File: config.mk
export PLATFORM = sky130hd
export DESIGN_NAME = cacheline_adaptor
export DESIGN_NICKNAME = d
export VERILOG_FILES = /design/src/rtl/cacheline_adaptor.sv
export SDC_FILE = /design/constraint.sdc
export NUM_CORES = 1
export LEC_CHECK = 0
export ABC_AREA = 1
export CORE_AREA = 2 2 278 280
export CTS_CLUSTER_DIAMETER = 120
export CTS_CLUSTER_SIZE = 10
export DETAILED_ROUTE_END_ITERATION = 8
export DIE_AREA = 0 0 280 282
export SLEW_MARGIN = 30
export SYNTH_ARGS = -nofsm -noshare
export SYNTH_HDL_FRONTEND = slang
export SYNTH_SLANG_ARGS = --single-unit
File: constraint.sdc
create_clock -name clk -period 26.3 [get_ports clk]
set_input_delay 6.575 -clock clk [delete_from_list [all_inputs] [get_ports clk]]
set_output_delay 6.575 -clock clk [all_outputs]
set_load 0.02 [all_outputs]
File: src/rtl/cacheline_adaptor.sv
// cacheline_adaptor: turns one 256-bit cache line read/write into a 4-beat 64-bit memory burst.
// Optional stalled-burst watchdog: define CACHELINE_ADAPTOR_TIMEOUT_EN.
module cacheline_adaptor #(
  parameter int LINE_WIDTH     = 256,
  parameter int BURST_WIDTH    = 64,
  parameter int TIMEOUT_CYCLES = 1024
) (
  input  logic                   clk,
  input  logic                   rst,
  input  logic [LINE_WIDTH-1:0]  line_i,
  output logic [LINE_WIDTH-1:0]  line_o,
  input  logic [31:0]            address_i,
  input  logic                   read_i,
  input  logic                   write_i,
  output logic                   resp_o,
  output logic                   err_o,
  input  logic [BURST_WIDTH-1:0] burst_i,
  output logic [BURST_WIDTH-1:0] burst_o,
  output logic [31:0]            address_o,
  output logic                   read_o,
  output logic                   write_o,
  input  logic                   resp_i
);
  localparam int BEATS       = LINE_WIDTH / BURST_WIDTH;
  localparam int BEAT_BITS   = (BEATS > 1) ? $clog2(BEATS) : 1;
  localparam int OFFSET_BITS = $clog2(LINE_WIDTH / 8);
  localparam logic [BEAT_BITS-1:0] LAST_BEAT = BEAT_BITS'(BEATS - 1);

  typedef enum logic [1:0] {IDLE, READ, WRITE, DONE} state_t;

  state_t                 state_reg, state_next;
  logic [BEAT_BITS-1:0]   beat_reg, beat_next;
  logic [LINE_WIDTH-1:0]  wline_reg, wline_next;
  logic [LINE_WIDTH-1:0]  rline_reg, rline_next;
  logic [31:0]            addr_reg, addr_next;
  logic                   err_reg, err_next;
  logic                   timeout;
  logic [BURST_WIDTH-1:0] wbeat [BEATS];

  generate
    for (genvar gi = 0; gi < BEATS; gi++) begin : g_wbeat
      assign wbeat[gi] = wline_reg[gi*BURST_WIDTH +: BURST_WIDTH];
    end
  endgenerate

`ifdef CACHELINE_ADAPTOR_TIMEOUT_EN
  localparam int TMO_BITS = $clog2(TIMEOUT_CYCLES + 1);
  logic [TMO_BITS-1:0] tmo_reg, tmo_next;
  logic                busy;

  // Counter is zero on entry to READ/WRITE because it is cleared whenever not busy.
  assign busy    = (state_reg == READ) || (state_reg == WRITE);
  assign timeout = busy && !resp_i && (tmo_reg == TMO_BITS'(TIMEOUT_CYCLES - 1));

  always_comb begin
    tmo_next = '0;
    if (busy && !resp_i) tmo_next = tmo_reg + 1'b1;
  end

  always_ff @(posedge clk or posedge rst) begin
    if (rst) tmo_reg <= '0;
    else     tmo_reg <= tmo_next;
  end
`else
  // No watchdog: the burst waits on memory indefinitely.
  assign timeout = (TIMEOUT_CYCLES < 0);
`endif

  always_ff @(posedge clk or posedge rst) begin
    if (rst) begin
      state_reg <= IDLE;
      beat_reg  <= '0;
      wline_reg <= '0;
      rline_reg <= '0;
      addr_reg  <= '0;
      err_reg   <= 1'b0;
    end else begin
      state_reg <= state_next;
      beat_reg  <= beat_next;
      wline_reg <= wline_next;
      rline_reg <= rline_next;
      addr_reg  <= addr_next;
      err_reg   <= err_next;
    end
  end

  always_comb begin
    state_next = state_reg;
    beat_next  = beat_reg;
    wline_next = wline_reg;
    rline_next = rline_reg;
    addr_next  = addr_reg;
    err_next   = 1'b0;
    case (state_reg)
      IDLE: begin
        // Writeback wins over fill when both are requested.
        if (write_i || read_i) begin
          addr_next  = {address_i[31:OFFSET_BITS], {OFFSET_BITS{1'b0}}};
          beat_next  = '0;
          state_next = write_i ? WRITE : READ;
          if (write_i) wline_next = line_i;
        end
      end
      READ, WRITE: begin
        if (timeout) begin
          beat_next  = '0;
          err_next   = 1'b1;
          state_next = DONE;
        end else if (resp_i) begin
          if (state_reg == READ)
            rline_next[beat_reg*BURST_WIDTH +: BURST_WIDTH] = burst_i;
          if (beat_reg == LAST_BEAT) begin
            beat_next  = '0;
            state_next = DONE;
          end else begin
            beat_next = beat_reg + 1'b1;
          end
        end
      end
      DONE:    state_next = IDLE;
      default: state_next = IDLE;
    endcase
  end

  assign line_o    = rline_reg;
  assign burst_o   = wbeat[beat_reg];
  assign address_o = addr_reg;
  assign read_o    = (state_reg == READ);
  assign write_o   = (state_reg == WRITE);
  assign resp_o    = (state_reg == DONE);
  assign err_o     = err_reg;

endmodule

==> results of run 1 <==
## cells by family (layout without fill, tap and decap cells)
| group | Yosys count | in the layout |
|---|---|---|
| other cells | 1 | 12 |
| simple gates | 1604 | 1604 |
| fa+ha+maj | 11 | 11 |
| buf+inv | 446 | 1030 |
| flops | 543 | 543 |
| compound gates | 349 | 349 |
## critical path, cell delays in order (launching register included)
cell	delay, ns
dfrtp_1	0.52
inv_8	0.48
buf_12	0.70
o21ai_0	0.20
nand2_1	0.09
clkdlybuf4s50_1	0.79
## layout make-up
type	instances	area, sq um	area share [%]
sequential	543	13600	40.9
multi-input combinational	1970	8590	25.9
timing repair buffer	729	7280	21.9
clock buffer	62	1540	4.64
tap	978	1220	3.69
inverter	236	908	2.74
clock inverter	3	47.5	0.143
antenna	6	15.0	0.0452
## power breakdown
part / internal [mW] / total [mW] / leakage [nW] / switching (mW)
sequential: 1.11 / 1.23 / 6.90 / 0.122
clock: 0.410 / 0.744 / 0.779 / 0.335
combinational: 0.583 / 1.54 / 8.95 / 0.952
total: 2.10 / 3.51 / 16.6 / 1.41
## metal layers
layer  wire length [um]  global-route usage (%)  share of wire, %
met5                188                       0              0.22
met4               2120                    5.51               2.4
met3               7940                    7.80               9.1
met2              41200                    35.6                47
met1              35400                    26.5                41
## Yosys cell counts
| master | n |
|---|---|
| o21ai_2 | 1 |
| ha_1 | 11 |
| buf_1 | 18 |
| dfrtp_1 | 543 |
| nor2_1 | 199 |
| nor3_1 | 64 |
| nor2_4 | 1 |
| or2_2 | 1 |
| o211ai_1 | 64 |
| buf_4 | 12 |
| nand2_1 | 1074 |
| conb_1 | 1 |
| buf_6 | 2 |
| buf_2 | 123 |
| inv_1 | 233 |
| nand3_1 | 262 |
| o21ai_1 | 9 |
| a21oi_1 | 192 |
| clkbuf_1 | 55 |
| inv_2 | 3 |
| o21ai_0 | 83 |
| nor2_2 | 3 |
## cells in the final DEF (no fill, tap or decap)
cell type        count
o21ai_1              9
or2_2                1
inv_4                1
buf_12               2
nand2_1           1071
inv_8                1
inv_1              231
clkbuf_8             1
a21oi_1            192
o211ai_1            64
nand2_2              2
buf_16               1
conb_1               6
ha_1                 9
diode_2              6
clkinvlp_4           1
dfrtp_1            543
nand2_4              1
o21ai_0             83
nand3_1            262
clkinv_8             1
inv_16               2
nor3_1              64
nor2_1             197
clkbuf_16           61
buf_6                3
ha_4                 2
buf_4               23
clkdlybuf4s50_1    700
inv_2                2
nor2_4               6
o21ai_4              1
## metrics by stage
stage                     util [%]  worst slack, ns  hold slack (ns)  std cells  total power [mW]
final                         43.9            15.94            0.463       4527              3.51
after global routing          43.8            15.71            0.478       4525              3.75
after CTS                     43.8            15.95            0.467       4520              3.56
after detailed placement      41.7            16.62            0.453       4455              2.79
after global placement        41.7            16.56            0.448       4455              2.78
after floorplan                  -             4.55            0.437       2959              2.14
## final timing paths
path	start	end	slack, ns	cells after the start
min in group asynchronous	rst	line_o[49]	6.47	2
hold reg to reg	wline_reg[237]	wline_reg[237]	0.46	2
max in group asynchronous	rst	wline_reg[217]	17.78	4
setup / recovery	beat_reg[0]	burst_o[10]	15.94	5
hold / removal	wline_reg[237]	wline_reg[237]	0.46	2
setup reg to reg	beat_reg[1]	line_o[42]	23.07	7
==> flow_metrics.py, run 1 <==
metrics = {
    "floorplanning": {
        "fp.dieH_um": 282,
        "rows": 101,
        "start_util_pct": 31.7,
        "die_w_um": 280,
        "die_area_sq_mm": 0.0790,
        "fp.coreArea_sq_mm": 0.0757,
        "io_pins": 713,
    },
    "clock_tree": {
        "clock_path_buffers": 3,
        "cts_made_buffers": 60,
        "cts_root_buf": "clkbuf_16",
        "clk_latency_ns": 0.62,
        "cts-htree-levels": 2,
        "clk_pin_slew_ns": 0.07,
        "cts_tree": "yes",
        "post_cts_buffers": 0,
        "holdBufCountCts": 0,
        "cts.sinks": 543,
        "cts.repair.resized": 0,
    },
    "worst_setup_path": {
        "crit_type": "reg2out",
        "worst_ep_required_time_ns": 19.72,
        "end_kind": "primary output",
        "crit_fanout": 226,
        "worstPathArrival_ns": 3.78,
        "start_kind": "register",
    },
    "global_routing": {
        "overflow": 0,
        "grt_pass1_vias": 20800,
        "grt_pass1_wl_um": 131000,
        "antenna_found_initial": 22,
        "track_usage_pct": 21.5,
        "grt_max_degree": 227,
    },
    "routing": {
        "dr.pass1.iters": 6,
        "wl_um": 86800,
        "postRouteAntennaNets": 0,
        "viasPerCell": 4.76,
        "vias": 21500,
        "avgRoutedWirePerCell_um": 19.2,
        "first_iter_violations": 1441,
        "drc_errors": 0,
    },
    "run_status": {
        "status": "finished, final reports clean",
    },
    "min_path": {
        "hold_path.class": "reg2reg",
    },
    "synthesis": {
        "syn-cell-area_sq_mm": 0.0240,
        "yosys_warnings": 0,
        "synthMuxAreaShare_pct": 0,
        "synth_seq_cells": 543,
        "synth_compound_area_share_pct": 7.97,
        "synth_top_cell_by_area": "dfrtp_1",
        "avgSynthCellArea_sq_um": 8.12,
        "netlist.area_leader.share_pct": 56.7,
        "synth_cell_types": 22,
        "yosys-top-cells-area": "dfrtp_1, nand2_1, nand3_1",
        "synth_simple_gate_area_share_pct": 26.9,
        "synth-xor-area-share_pct": 0,
        "syn-instance-count": 2954,
        "synthAdderAreaFrac_pct": 0.574,
        "synth_top_family_by_area": "simple AND/OR/NAND/NOR gates",
        "ys_seq_area_share_pct": 56.7,
    },
    "run": {
        "timing.max_cap.violations": 0,
    },
    "timing": {
        "setup_tns_ns": 0,
        "rsz0062_at_grt": "false",
        "finalHoldViolations": 0,
        "setup_viol": 0,
        "worstMarginPinSlew_ns": 0.962,
        "finClkSkew_ns": 0.0108,
        "clock.fmax_mhz": 96.5,
        "slew_headroom_pct": 35.9,
        "final-max-slew-violation-count": 0,
        "finalCriticalPeriod_ns": 10.36,
        "finalCritPeriodShare_pct": 39.4,
    },
    "cells_and_area": {
        "final_cell_area_sq_mm": 0.0332,
        "area_growth_pct": 38.5,
        "finalNetCount": 3908,
        "layout-drive-gt1-share_pct": 3.16,
        "fillers": 7593,
    },
    "place": {
        "io_buffers": 701,
        "placed_area_sq_mm": 0.0316,
        "gp_congestion": 0.880,
        "dp_hpwl_um": 58800,
    },
    "pwr": {
        "power_density_mw_per_mm2": 106,
        "peakVddDrop_mv": 0.0793,
        "leakage_nw": 16.6,
    },
}
Power figures use the tool's default switching activity.
==> inputs of run 2 (changes only) <==
--- a/config.mk
+++ b/config.mk
@@ -6,11 +6,11 @@
 export NUM_CORES = 1
 export LEC_CHECK = 0
 export ABC_AREA = 1
-export CORE_AREA = 2 2 278 280
+export CORE_AREA = 2 2 277 279
 export CTS_CLUSTER_DIAMETER = 120
 export CTS_CLUSTER_SIZE = 10
 export DETAILED_ROUTE_END_ITERATION = 8
-export DIE_AREA = 0 0 280 282
+export DIE_AREA = 0 0 279 281
 export SLEW_MARGIN = 30
 export SYNTH_ARGS = -nofsm -noshare
 export SYNTH_HDL_FRONTEND = slang
==> constraint.sdc (replaced) <==
create_clock -name clk -period 8.4 [get_ports clk]
set_input_delay 2.1 -clock clk [delete_from_list [all_inputs] [get_ports clk]]
set_output_delay 2.1 -clock clk [all_outputs]
set_load 0.02 [all_outputs]
==> run 2 against run 1 <==
Against the previous run:
- power grew to 3.1 times the previous value
- hold slack gained 0.0031 ns
- register-to-register slack got worse by 19 ns
- non-clock buffer count increased by 7
- die area decreased by 0.71%
- worst setup slack worse by 13 ns
- global-route usage up 0.63 points
- via count about the same
- clock power grew to 3.1 times the previous value
- first-iteration DRC count decreased by 0.28%
- wire length increased by 2.8%
- critical path type unchanged
==> flow_metrics.py, run 2 (synthesized netlist as in run 1, its figures left out) <==
metrics = {
    "clock_tree": {
        "cts.sinks": 543,
        "clk_latency_ns": 0.64,
        "cts_root_buf": "clkbuf_16",
        "cts_made_buffers": 60,
        "clock_path_buffers": 3,
        "cts-htree-levels": 2,
        "post_cts_buffers": 0,
        "cts_tree": "yes",
        "cts.repair.resized": 0,
        "clk_pin_slew_ns": 0.06,
        "holdBufCountCts": 0,
    },
    "timing": {
        "setup_viol": 0,
        "finalHoldViolations": 0,
        "worstMarginPinSlew_ns": 0.989,
        "rsz0062_at_grt": "false",
        "final-max-slew-violation-count": 0,
        "finalCriticalPeriod_ns": 5.64,
        "finClkSkew_ns": 0.0206,
        "slew_headroom_pct": 34.0,
        "finalCritPeriodShare_pct": 67.2,
        "clock.fmax_mhz": 177,
    },
    "worst_setup_path": {
        "crit_type": "reg2out",
        "crit_chain": "inv_8, buf_4, o21ai_0, nand2_1, clkdlybuf4s50_1",
        "start_kind": "register",
        "critical-path-slowest-cell": "clkdlybuf4s50_1",
        "worst_ep_required_time_ns": 6.30,
        "cp_num_buf_inv": 3,
        "crit_fanout": 169,
        "max_stage_delay_ns": 0.61,
        "path_delay_family": "buffers and inverters",
        "end_kind": "primary output",
        "worstPathArrival_ns": 3.54,
    },
    "floorplanning": {
        "rows": 101,
        "start_util_pct": 31.8,
        "io_pins": 713,
        "die_w_um": 279,
        "die_area_sq_mm": 0.0784,
        "fp.dieH_um": 281,
        "fp.coreArea_sq_mm": 0.0754,
    },
    "global_routing": {
        "grt_pass1_wl_um": 133000,
        "track_usage_pct": 22.1,
        "grt_pass1_vias": 21000,
        "overflow": 0,
        "antenna_found_initial": 25,
        "grt_max_degree": 170,
    },
    "routing": {
        "avgRoutedWirePerCell_um": 19.7,
        "postRouteAntennaNets": 0,
        "drc_errors": 0,
        "vias": 21500,
        "wl_um": 89300,
        "dr.pass1.iters": 7,
        "first_iter_violations": 1437,
        "viasPerCell": 4.74,
    },
    "pwr": {
        "power_density_mw_per_mm2": 332,
        "peakVddDrop_mv": 0.217,
        "leakage_nw": 16.7,
        "total_power_mw": 11.1,
    },
    "place": {
        "io_buffers": 701,
        "dp_hpwl_um": 60800,
        "gp_congestion": 0.910,
        "placed_area_sq_mm": 0.0317,
    },
    "min_path": {
        "hold_path.class": "reg2reg",
    },
    "cells_and_area": {
        "layout_commonest_cell": "nand2_1",
        "area_growth_pct": 38.8,
        "final_cell_mix": "nand2_1, clkdlybuf4s50_1, dfrtp_1",
        "fillers": 7581,
        "finalNetCount": 3915,
        "final_cell_area_sq_mm": 0.0333,
        "layout-drive-gt1-share_pct": 3.38,
    },
    "run_status": {
        "status": "finished, final reports clean",
    },
    "run": {
        "timing.max_cap.violations": 0,
    },
}
-- run 2: path summary, 6_finish.rpt --
path                       slack (ns)  cells after the start      startpoint        endpoint
setup reg to reg                 3.89                     11     beat_reg[0]     line_o[166]
setup / recovery                 2.76                      5     beat_reg[0]     burst_o[27]
min in group asynchronous        1.90                      2             rst   address_o[19]
max in group asynchronous        4.93                      4             rst     line_o[214]
hold / removal                   0.47                      2  wline_reg[250]  wline_reg[250]
hold reg to reg                  0.47                      2  wline_reg[250]  wline_reg[250]
-- run 2: layer usage --
layer,global-route usage (%),wire length [um]
met2,35.9,41300
met5,0,210
met1,27.2,36400
met4,6.87,2600
met3,8.28,8770
-- run 2: worst min-delay path: cells and delay by family (launching register included) --
| kind | cells | cell delay [ns] |
|---|---|---|
| AND/OR/NAND/NOR | 2 | 0.10 |
| flip-flops | 1 | 0.33 |
-- run 2: where the power goes --
part | total [mW] | switching (mW) | internal (mW)
sequential | 3.86 | 0.391 | 3.47
clock | 2.34 | 1.06 | 1.27
combinational | 4.85 | 3.01 | 1.84
-- run 2: per-stage QoR --
step	worst slack (ns)	utilization [%]	std cells	setup TNS (ns)	hold slack, ns
floorplan	-1.09	-	2959	-589.67	0.437
CTS	2.76	44.1	4528	0	0.468
global route	2.60	44.1	4532	0	0.479
finish	2.76	44.1	4537	0	0.466
detailed placement	3.44	42.0	4462	0	0.453
global placement	3.46	41.9	4460	0	0.448
-- run 2: area by class of cell --
cell class              count  area [sq um]  share of cell area [%]
flip-flops and latches    543         13600                    40.8
well taps                 978          1220                    3.68
inverters                 236           900                    2.70
clock buffers              62          1530                    4.60
diodes                      8          20.0                  0.0601
clock inverters             4          50.0                   0.150
multi-input cells        1970          8600                    25.8
repair buffers            736          7370                    22.2
